<file path="config.mk">
export PLATFORM = sky130hd
export DESIGN_NAME = bullet_track_flat
export DESIGN_NICKNAME = d
export VERILOG_FILES = /design/src/rtl/bullet_track_if.sv /design/src/rtl/bullet_track.sv /design/src/flat_wrapper.sv
export SDC_FILE = /design/constraint.sdc
export NUM_CORES = 1
export LEC_CHECK = 0
export ABC_AREA = 1
export BUFFER_PORTS_ARGS = -buffer_cell sky130_fd_sc_hd__buf_2
export CAP_MARGIN = 20
export CELL_PAD_IN_SITES_DETAIL_PLACEMENT = 2
export CELL_PAD_IN_SITES_GLOBAL_PLACEMENT = 2
export CORE_MARGIN = 1
export CORE_UTILIZATION = 29
export DETAILED_ROUTE_END_ITERATION = 6
export GPL_TIMING_DRIVEN = 1
export PLACE_DENSITY = 0.82
export SLEW_MARGIN = 20
export SYNTH_ARGS = -nofsm -noshare
export SYNTH_HDL_FRONTEND = slang
export SYNTH_SLANG_ARGS = --single-unit
</file>
<file path="constraint.sdc">
create_clock -name clock -period 3.5 [get_ports clock]
set_input_delay 0.175 -clock clock [delete_from_list [all_inputs] [get_ports clock]]
set_output_delay 0.175 -clock clock [all_outputs]
set_load 0.005 [all_outputs]
</file>
<file path="src/rtl/bullet_track_if.sv">
// bullet_track_if: groups the fire/hit inputs and the bitmap/status outputs
// of bullet_track. The slave modport is the tracker; master is whoever
// drives fire/hit and consumes the bitmap.
interface bullet_track_if #(
  parameter int TRACK_W = 119
);
  logic               fire;
  logic               hitValid;
  logic [6:0]         hitIndex;
  logic [TRACK_W-1:0] bulletData;
  logic [3:0]         inFlight;
  logic               stepTick;
  logic               fireDropped;

  modport master (
    output fire, hitValid, hitIndex,
    input  bulletData, inFlight, stepTick, fireDropped
  );

  modport slave (
    input  fire, hitValid, hitIndex,
    output bulletData, inFlight, stepTick, fireDropped
  );
endinterface

</file>
<file path="src/rtl/bullet_track.sv">
// bullet_track: turns fire presses into bullets and advances the bullet
// bitmap one position per step tick. Bit k of bulletData is a bullet at
// screen x = k+43. Bullets fall off the top bit or are cleared by a hit.
// Optional feature macro: BULLET_AUTOFIRE_EN (hold fire to repeat shots;
// a refused shot re-arms instead of waiting for release).
module bullet_track #(
  parameter int TRACK_W        = 119,
  parameter int STEP_DIV       = 2500000,
  parameter int COOLDOWN_STEPS = 8,
  parameter int MAX_IN_FLIGHT  = 4
) (
  input  logic          clock,
  input  logic          resetn,
  bullet_track_if.slave bus
);

`ifdef BULLET_AUTOFIRE_EN
  localparam bit AUTOFIRE = 1'b1;
`else
  localparam bit AUTOFIRE = 1'b0;
`endif

  localparam int DIV_W  = (STEP_DIV > 1) ? $clog2(STEP_DIV) : 1;
  localparam int COOL_W = $clog2(COOLDOWN_STEPS + 1);
  localparam logic [DIV_W-1:0]  DIV_LAST  = DIV_W'(STEP_DIV - 1);
  localparam logic [COOL_W-1:0] COOL_LOAD = COOL_W'(COOLDOWN_STEPS);

  typedef enum logic [1:0] {
    ARMED        = 2'd0,
    PENDING      = 2'd1,
    COOLDOWN     = 2'd2,
    WAIT_RELEASE = 2'd3
  } state_t;

  // Fire synchronizer and edge detect
  logic sync1_reg;
  logic sync2_reg;
  logic prev_reg;
  logic fire_rise;

  // Step divider
  logic [DIV_W-1:0] div_reg;
  logic             step_reg;
  logic             tick;

  // Bitmap and occupancy
  logic [TRACK_W-1:0] bullets_reg;
  logic [TRACK_W-1:0] bullets_next;
  logic [3:0]         count_reg;
  logic [3:0]         count_next;
  logic [TRACK_W-1:0] clr_mask;
  logic [TRACK_W-1:0] masked;
  logic               clear_hit;
  logic               leaving;
  logic [4:0]         survivors;
  logic               accept;
  logic               inject;

  // Fire FSM
  state_t             state_reg;
  logic [COOL_W-1:0]  cool_reg;
  logic               cool_last;
  logic               dropped_reg;

  // Two-flop synchronizer on the raw button, plus a history flop for edges
  always_ff @(posedge clock or negedge resetn) begin
    if (!resetn) begin
      sync1_reg <= 1'b0;
      sync2_reg <= 1'b0;
      prev_reg  <= 1'b0;
    end else begin
      sync1_reg <= bus.fire;
      sync2_reg <= sync1_reg;
      prev_reg  <= sync2_reg;
    end
  end

  assign fire_rise = sync2_reg & ~prev_reg;

  // tick is the cycle the divider sits at its last count; the bitmap moves
  // on the edge that ends this cycle, the same edge that raises stepTick.
  assign tick = (div_reg == DIV_LAST);

  // Free-running step divider with a registered one-cycle tick pulse
  always_ff @(posedge clock or negedge resetn) begin
    if (!resetn) begin
      div_reg  <= '0;
      step_reg <= 1'b0;
    end else begin
      step_reg <= tick;
      if (tick) begin
        div_reg <= '0;
      end else begin
        div_reg <= div_reg + DIV_W'(1);
      end
    end
  end

  // One-hot clear mask; an index beyond the bitmap matches no bit, so
  // out-of-range hits fall through without effect.
  generate
    for (genvar gi = 0; gi < TRACK_W; gi++) begin : g_clr
      assign clr_mask[gi] = bus.hitValid && (bus.hitIndex == 7'(gi));
    end
  endgenerate

  assign masked    = bullets_reg & ~clr_mask;
  assign clear_hit = |(bullets_reg & clr_mask);
  // A bullet cleared at the top bit this cycle is not also counted as leaving
  assign leaving   = tick & masked[TRACK_W-1];

  // Bullets still present after this cycle's clear and exit. These are
  // distinct bits, so the subtraction cannot go below zero.
  assign survivors = {1'b0, count_reg} - 5'(clear_hit) - 5'(leaving);
  assign accept    = (survivors < 5'(MAX_IN_FLIGHT));
  assign inject    = tick && (state_reg == PENDING) && accept;

  assign bullets_next = tick ? {masked[TRACK_W-2:0], inject} : masked;
  assign count_next   = count_reg + 4'(inject) - 4'(leaving) - 4'(clear_hit);

  // Bitmap and its incrementally maintained population count
  always_ff @(posedge clock or negedge resetn) begin
    if (!resetn) begin
      bullets_reg <= '0;
      count_reg   <= '0;
    end else begin
      bullets_reg <= bullets_next;
      count_reg   <= count_next;
    end
  end

  assign cool_last = (cool_reg <= COOL_W'(1));

  // Fire FSM: arm on a press, shoot on the next step, then cool down
  always_ff @(posedge clock or negedge resetn) begin
    if (!resetn) begin
      state_reg   <= ARMED;
      cool_reg    <= '0;
      dropped_reg <= 1'b0;
    end else begin
      dropped_reg <= 1'b0;
      case (state_reg)
        ARMED: begin
          if (fire_rise) begin
            state_reg <= PENDING;
          end
        end
        PENDING: begin
          if (tick) begin
            if (accept) begin
              state_reg <= COOLDOWN;
              cool_reg  <= COOL_LOAD;
            end else begin
              dropped_reg <= 1'b1;
              state_reg   <= AUTOFIRE ? ARMED : WAIT_RELEASE;
            end
          end
        end
        COOLDOWN: begin
          if (tick) begin
            if (cool_last) begin
              cool_reg <= '0;
              if (sync2_reg) begin
                state_reg <= AUTOFIRE ? PENDING : WAIT_RELEASE;
              end else begin
                state_reg <= ARMED;
              end
            end else begin
              cool_reg <= cool_reg - COOL_W'(1);
            end
          end
        end
        WAIT_RELEASE: begin
          if (!sync2_reg) begin
            state_reg <= ARMED;
          end
        end
        default: state_reg <= ARMED;
      endcase
    end
  end

  assign bus.bulletData  = bullets_reg;
  assign bus.inFlight    = count_reg;
  assign bus.stepTick    = step_reg;
  assign bus.fireDropped = dropped_reg;

endmodule

</file>
<file path="src/flat_wrapper.sv">
// flat-port wrapper written by rule: the top's interface ports become plain ports
module bullet_track_flat 
#(
  parameter int TRACK_W        = 119,
  parameter int STEP_DIV       = 2500000,
  parameter int COOLDOWN_STEPS = 8,
  parameter int MAX_IN_FLIGHT  = 4
)
  (clock, resetn, bus_fire, bus_hitValid, bus_hitIndex, bus_bulletData, bus_inFlight, bus_stepTick, bus_fireDropped);
  bullet_track_if #(.TRACK_W(TRACK_W)) bus_i ();
  input  logic clock;
  input  logic resetn;
  input wire logic [$bits(bus_i.fire)-1:0] bus_fire;
  input wire logic [$bits(bus_i.hitValid)-1:0] bus_hitValid;
  input wire logic [$bits(bus_i.hitIndex)-1:0] bus_hitIndex;
  output wire logic [$bits(bus_i.bulletData)-1:0] bus_bulletData;
  output wire logic [$bits(bus_i.inFlight)-1:0] bus_inFlight;
  output wire logic [$bits(bus_i.stepTick)-1:0] bus_stepTick;
  output wire logic [$bits(bus_i.fireDropped)-1:0] bus_fireDropped;
  assign bus_i.fire = bus_fire;
  assign bus_i.hitValid = bus_hitValid;
  assign bus_i.hitIndex = bus_hitIndex;
  assign bus_bulletData = bus_i.bulletData;
  assign bus_inFlight = bus_i.inFlight;
  assign bus_stepTick = bus_i.stepTick;
  assign bus_fireDropped = bus_i.fireDropped;
  bullet_track #(.TRACK_W(TRACK_W), .STEP_DIV(STEP_DIV), .COOLDOWN_STEPS(COOLDOWN_STEPS), .MAX_IN_FLIGHT(MAX_IN_FLIGHT)) u_core (.clock(clock), .resetn(resetn), .bus(bus_i));
endmodule
</file>
==> results.json, run 1 <==
{
  "ioPinCount": 136,
  "fin_util": 0.464,
  "grt_usage": 0.427,
  "pwr-share-clk": 0.442,
  "worstMarginPinSlew_ns": 1.02,
  "setup_violations": 9,
  "synthDistinctLibCells": 35,
  "first_global_vias": 13800,
  "worstSetupEndpointType": "flip-flop",
  "syn_area_per_cell_um2": 7.15,
  "synth_seq_area_share": 0.439,
  "clock_skew_ns": 0.0307,
  "cp_max_fo": 2,
  "p_total_mw": 4.94,
  "grt_max_degree": 128,
  "die-width_um": 177,
  "routed_wl_um": 75300,
  "vdd_drop_max_mv": 0.536,
  "critical_path_class": "flip-flop to flip-flop",
  "portBuffers": 135,
  "ys_warn_count": 0,
  "p_sw_mw": 1.68,
  "worstPathArrival_ns": 5.02,
  "relSlewSlack": 0.315,
  "area_delta_synth_final_pct": 55.9,
  "violations": "negative setup slack",
  "dpl.cell_count": 2020,
  "nets": 1716,
  "syn_area_um2": 8900,
  "grt_pass1_wl_um": 95600,
  "cts_htree_levels": 4,
  "start_util": 0.298,
  "overflow": 0,
  "insertion_delay_ns": 0.52,
  "switching_share": 0.340,
  "drt_first_iter_violations": 1664,
  "finalWorstSetupSlack_ns": -1.11,
  "synthTopCellsByArea": "dfrtp_1 44%, nor2_1 11%, nand2_1 7.5%",
  "final-hold-violation-count": 0,
  "hpwl_um": 39700,
  "coreArea_um2": 29900,
  "netlist_instances": 1244,
  "internal-power_mw": 3.26,
  "cts_num_sinks": 156,
  "firstDrtPassIters": 5,
  "cts_buffer_depth": 2,
  "cap_violations": 0,
  "fmax_ghz": 0.217,
  "num-fill-cells": 3322,
  "finalCriticalPeriod_ns": 4.61,
  "hold_class": "input pin to async pin",
  "cp.required_ns": 3.90,
  "multi_input_area_um2": 4890,
  "gp_congestion": 0.971,
  "cts_made_buffers": 17,
  "slew_violations": 0,
  "fin_crit_sh": 1.32,
  "p_per_area_nw_per_um2": 356,
  "dp_slack_ns": -1.23,
  "viasPerCell": 6.32,
  "leakage_nw": 7.85,
  "final-seq-area_um2": 3910,
  "drc": 0,
  "status": "complete, but fails checks",
  "rows": 63,
  "routedWlPerCell_um": 35.8,
  "critPathLaunchType": "flip-flop",
  "clk_pin_slew_ns": 0.10,
  "synth_top_area_frac": 0.439,
  "ys_ff_latch": 156,
  "p_seq_frac": 0.390,
  "drive_gt1_frac": 0.399,
  "vias": 13300,
  "antenna_found_initial": 10,
  "cts_tree": "done",
  "rsz0062_at_grt": "yes",
  "die-area_um2": 31400,
  "ant_nets": 0,
  "cts-root-buf": "clkbuf_16",
  "yosys.area.top_type": "dfrtp_1",
  "largest_reg_flops": 119,
  "dieHeight_um": 177,
  "finalNonFillerCells": 2101,
  "p_comb_frac": 0.167,
  "synthesis.nets": 1266
}
## Yosys cell counts
master,instances
a211oi_1,2
a21boi_0,1
a21oi_1,125
a21oi_2,1
a31oi_1,1
buf_2,23
buf_4,11
buf_6,1
clkbuf_1,11
dfrtp_1,156
fa_1,3
ha_1,8
inv_1,143
inv_2,6
mux2i_1,3
nand2_1,177
nand3_1,127
nand3_2,2
nand3b_1,1
nand4_1,17
nor2_1,252
nor2_2,7
nor2b_1,1
nor3_1,25
nor3_2,3
nor3b_1,2
nor4_1,2
o211ai_1,2
o21a_1,2
o21ai_0,113
o21ai_1,3
o221ai_1,1
or2_2,2
xnor2_1,3
xor2_1,7
## layout make-up
type | instances | share of cell area
Antenna cell | 4 | 0.000722
Sequential cell | 156 | 0.282
Clock buffer | 18 | 0.0317
Multi-Input combinational cell | 894 | 0.352
Clock inverter | 14 | 0.0125
Tap cell | 390 | 0.0352
Timing Repair Buffer | 476 | 0.244
Inverter | 149 | 0.0417
## placed cells by master (no fill, tap or decap), drive strengths merged
cell type / synthesis / layout
nor3: 28 / 28
dfrtp: 156 / 156
a21boi: 1 / 1
nand2: 177 / 177
bufinv: 0 / 2
o211ai: 2 / 2
xor2: 7 / 7
nor4: 2 / 2
nor2: 259 / 260
xnor2: 3 / 3
dlygate4sd3: 0 / 2
a21oi: 126 / 126
buf: 35 / 472
or2: 2 / 2
clkbuf: 11 / 20
o21ai: 116 / 116
o221ai: 1 / 1
inv: 149 / 157
fa: 3 / 3
nand3: 129 / 129
diode: 0 / 4
clkinvlp: 0 / 1
a31oi: 1 / 1
ha: 8 / 8
a211oi: 2 / 2
clkinv: 0 / 3
nand3b: 1 / 1
nor3b: 2 / 2
o21a: 2 / 2
nand4: 17 / 17
nor2b: 1 / 1
mux2i: 3 / 3
## worst max-delay path: stages, from the launching register on
cell,delay [ns]
dfrtp_1,0.56
nand3_1,0.24
nand2_2,0.11
nor2_1,0.20
nand2_1,0.13
nor2_2,0.20
nand2_1,0.10
inv_1,0.11
nand2_2,0.08
nor2_4,0.17
fa_2,0.26
nor2_4,0.06
inv_2,0.09
nand2_2,0.08
a211oi_4,0.28
nand3_2,0.17
fa_2,0.45
ha_4,0.26
inv_4,0.08
ha_4,0.15
inv_2,0.06
fa_2,0.56
inv_2,0.05
## stage by stage
stage | instance area, um^2 | setup TNS (ns) | hold WS [ns]
floorplan | 9070 | -0.0339 | -0.121
global placement | 12300 | -2.50 | 0.170
detailed placement | 12300 | -5.14 | 0.173
CTS | 13300 | -0.885 | 0.235
global route | 13900 | -3.93 | 0.275
finish | 13900 | -4.50 | 0.211
## timing repair
| action | CTS | global route |
|---|---|---|
| hold buffers | 2 | 0 |
| endpoints found under the hold margin | 54 | 0 |
| gates resized for setup | 82 | 102 |
| endpoints found under the setup margin | 7 | 9 |
| gates cloned | 0 | 1 |
| pin swaps | 24 | 30 |
| setup buffers | 13 | 29 |
## metal layers
layer | track usage | part of all wire
met1 | 0.491 | 0.36
met2 | 0.675 | 0.45
met3 | 0.110 | 0.10
met4 | 0.334 | 0.092
met5 | 0 | 0.0012
## path summary, 6_finish.rpt
path                                           startpoint  cells after the start  slack, ns                         to
min in group clock                       u_core.sync1_reg                      0       0.36           u_core.sync2_reg
worst max register to register  u_core.bus.bulletData[68]                     22      -1.11     u_core.bus.inFlight[2]
worst min-delay path                               resetn                      2       0.21          u_core.div_reg[1]
worst min register to register           u_core.sync1_reg                      0       0.36           u_core.sync2_reg
max in group asynchronous                          resetn                      3       2.32  u_core.bus.bulletData[84]
worst max-delay path            u_core.bus.bulletData[68]                     22      -1.11     u_core.bus.inFlight[2]
## power by group through the flow
stage / Clock, mW / Combinational [mW] / Sequential (mW)
6_report: 2.18 / 0.827 / 1.93
5_1_grt: 2.22 / 0.831 / 1.93
4_1_cts: 2.09 / 0.658 / 1.92
3_5_place_dp: 0 / 0.565 / 1.94
3_3_place_gp: 0 / 0.518 / 1.94
2_1_floorplan: 0 / 0.213 / 1.93
## cells by family (layout without fill, tap and decap cells)
logic type / count (synthesis) / in the layout / synth area share
xor+xnor: 10 / 10 / 0.00984
flops: 156 / 156 / 0.439
compound gates: 251 / 251 / 0.144
fa+ha+maj: 11 / 11 / 0.0180
simple gates: 618 / 619 / 0.295
other cells: 0 / 4 / 0
mux: 3 / 3 / 0.00337
buf+inv: 195 / 657 / 0.0910
Power figures use the tool's default switching activity.
==> run 2: changes to the inputs <==
--- a/config.mk
+++ b/config.mk
@@ -11,10 +11,10 @@
 export CELL_PAD_IN_SITES_DETAIL_PLACEMENT = 2
 export CELL_PAD_IN_SITES_GLOBAL_PLACEMENT = 2
 export CORE_MARGIN = 1
-export CORE_UTILIZATION = 29
+export CORE_UTILIZATION = 32
 export DETAILED_ROUTE_END_ITERATION = 6
 export GPL_TIMING_DRIVEN = 1
-export PLACE_DENSITY = 0.82
+export PLACE_DENSITY = 0.86
 export SLEW_MARGIN = 20
 export SYNTH_ARGS = -nofsm -noshare
 export SYNTH_HDL_FRONTEND = slang
==> constraint.sdc (replaced) <==
create_clock -name clock -period 4.7 [get_ports clock]
set_input_delay 0.235 -clock clock [delete_from_list [all_inputs] [get_ports clock]]
set_output_delay 0.235 -clock clock [all_outputs]
set_load 0.005 [all_outputs]
==> run 2 against run 1 <==
  * The run now ends clean
  * Clock power down 33%
  * Register-to-register slack improved by 1.4 ns
  * Combinational power decreased by 62%
  * Cell count decreased by 15%
  * First-iteration DRC count is 55% lower
  * Worst setup slack better by 1.4 ns
==> results.json, run 2 (synthesis results as in run 1) <==
{
  "drt-met1-wl_um": 19200,
  "dieHeight_um": 169,
  "fin_crit_sh": 0.942,
  "rsz0062_at_grt": "no",
  "drt_first_iter_violations": 746,
  "clock_skew_ns": 0.0182,
  "p_per_area_nw_per_um2": 297,
  "cts_num_sinks": 156,
  "insertion_delay_ns": 0.46,
  "grt_usage": 0.306,
  "cts_buffer_depth": 2,
  "finalInstanceArea_um2": 10700,
  "fmax_ghz": 0.226,
  "antenna_found_initial": 1,
  "dpl_cell_area_um2": 10100,
  "die-width_um": 169,
  "die-area_um2": 28500,
  "leakage_nw": 6.24,
  "wl_met3_um": 2220,
  "routed_wl_um": 42600,
  "clk_pin_slew_ns": 0.08,
  "start_util": 0.328,
  "hold_class": "input pin to async pin",
  "nets": 1415,
  "gp_congestion": 0.956,
  "hpwl_um": 31200,
  "overflow": 0,
  "final_common_cell": "nor2_1",
  "worstMarginPinSlew_ns": 0.903,
  "grt_pass1_wl_um": 64700,
  "firstDrtPassIters": 5,
  "cap_violations": 0,
  "viasPerCell": 5.52,
  "mostFrequentLayoutCells": "251 x nor2_1, 177 x nand2_1, 156 x dfrtp_1, 143 x inv_1, 134 x buf_2",
  "worstSetupEndpointType": "flip-flop",
  "n_antenna_cell": 0,
  "vdd_drop_max_mv": 0.199,
  "cp_max_fo": 6,
  "p_total_mw": 3.19,
  "drive_gt1_frac": 0.164,
  "cts-root-buf": "clkbuf_16",
  "area_delta_synth_final_pct": 20.8,
  "ant_nets": 0,
  "cts_tree": "done",
  "vias": 9815,
  "portBuffers": 135,
  "rows": 60,
  "setup_violations": 0,
  "maxUsedRoutingLayer": "met4",
  "final-hold-violation-count": 0,
  "cts_made_buffers": 17,
  "fin_util": 0.397,
  "status": "complete, no violations",
  "critical_path_class": "input pin to flip-flop",
  "finalCriticalPeriod_ns": 4.43,
  "worstPathArrival_ns": 4.75,
  "largest_reg_flops": 119,
  "routedWlPerCell_um": 23.9,
  "tns_ns": 0,
  "grt_max_degree": 80,
  "met2_length_um": 19900,
  "relSlewSlack": 0.398,
  "cts_htree_levels": 4,
  "critPathLaunchType": "input pin",
  "slew_violations": 0,
  "ioPinCount": 136,
  "cp.required_ns": 5.03,
  "drc": 0,
  "first_global_vias": 10500,
  "coreArea_um2": 27100
}
-- run 2: cell count changes in the layout (fill, tap and decap cells not counted), sizes merged --
| cell | delta |
|---|---|
| nor2 | -1 |
| buf | -298 |
| diode | -4 |
| clkbuf | -3 |
| bufinv | -2 |
| clkinv | +4 |
| inv | -1 |
-- run 2: layout make-up --
cell class,count,area [um^2]
Fill cell,3266,16400
Clock inverter,15,170
Multi-Input combinational cell,893,4210
Sequential cell,156,3900
Clock buffer,17,425
Tap cell,372,465
Timing Repair Buffer,176,1010
Inverter,149,561
-- run 2: final timing paths --
kind                                     from                   endpoint  slack [ns]  depth (start not counted)
min                                    resetn         u_core.cool_reg[1]        0.34                          2
max                           bus_hitIndex[0]     u_core.bus.inFlight[3]        0.27                         27
min reg2reg                  u_core.sync1_reg           u_core.sync2_reg        0.37                          0
max in group asynchronous              resetn  u_core.bus.bulletData[77]        3.18                          3
min in group clock           u_core.sync1_reg           u_core.sync2_reg        0.37                          0
max reg2reg                u_core.div_reg[14]     u_core.bus.inFlight[3]        0.31                         18
-- run 2: routing by layer --
layer	GRT usage	up-vias
met5	0	-
met4	0.111	0
met3	0.0381	81
met2	0.501	339
met1	0.413	5041
li1	-	4354
-- run 2: timing repair --
item                       CTS  global route
hold endpoints to repair    64             0
gates resized for setup      0             4
setup endpoints to repair    0             2
setup buffers                0             0
hold buffers                 2             0
-- run 2: report_power, final --
group	switching, mW	total (mW)	internal (mW)
registers	0.0481	1.43	1.38
logic	0.219	0.317	0.0983
clock network	0.733	1.45	0.717
total	1.00	3.19	2.19
-- run 2: critical path: stages --
cell,delay (ns)
buf_2,0.12
inv_1,0.09
nor2_2,0.29
nand2_1,0.16
nor2_1,0.13
buf_4,0.25
nand3_1,0.15
nand2_1,0.14
nor2_1,0.06
nand2_1,0.08
nor2_1,0.06
nand2_1,0.06
inv_1,0.03
nand2_1,0.05
nor2_1,0.06
fa_1,0.39
nor2_1,0.19
o21ai_0,0.12
a211oi_1,0.33
nand3_1,0.21
fa_1,0.41
ha_1,0.29
inv_1,0.06
ha_1,0.15
inv_1,0.05
fa_1,0.39
xor2_1,0.19
-- run 2: metrics by stage --
| step | hold WS, ns | setup slack, ns | std cells |
|---|---|---|---|
| finish | 0.335 | 0.272 | 1778 |
| global route | 0.380 | 0.00524 | 1778 |
| CTS | 0.360 | 0.128 | 1778 |
| detailed placement | 0.277 | -0.161 | 1744 |
| global placement | 0.269 | 0.157 | 1744 |
| floorplan | -0.0606 | 0.859 | 1244 |
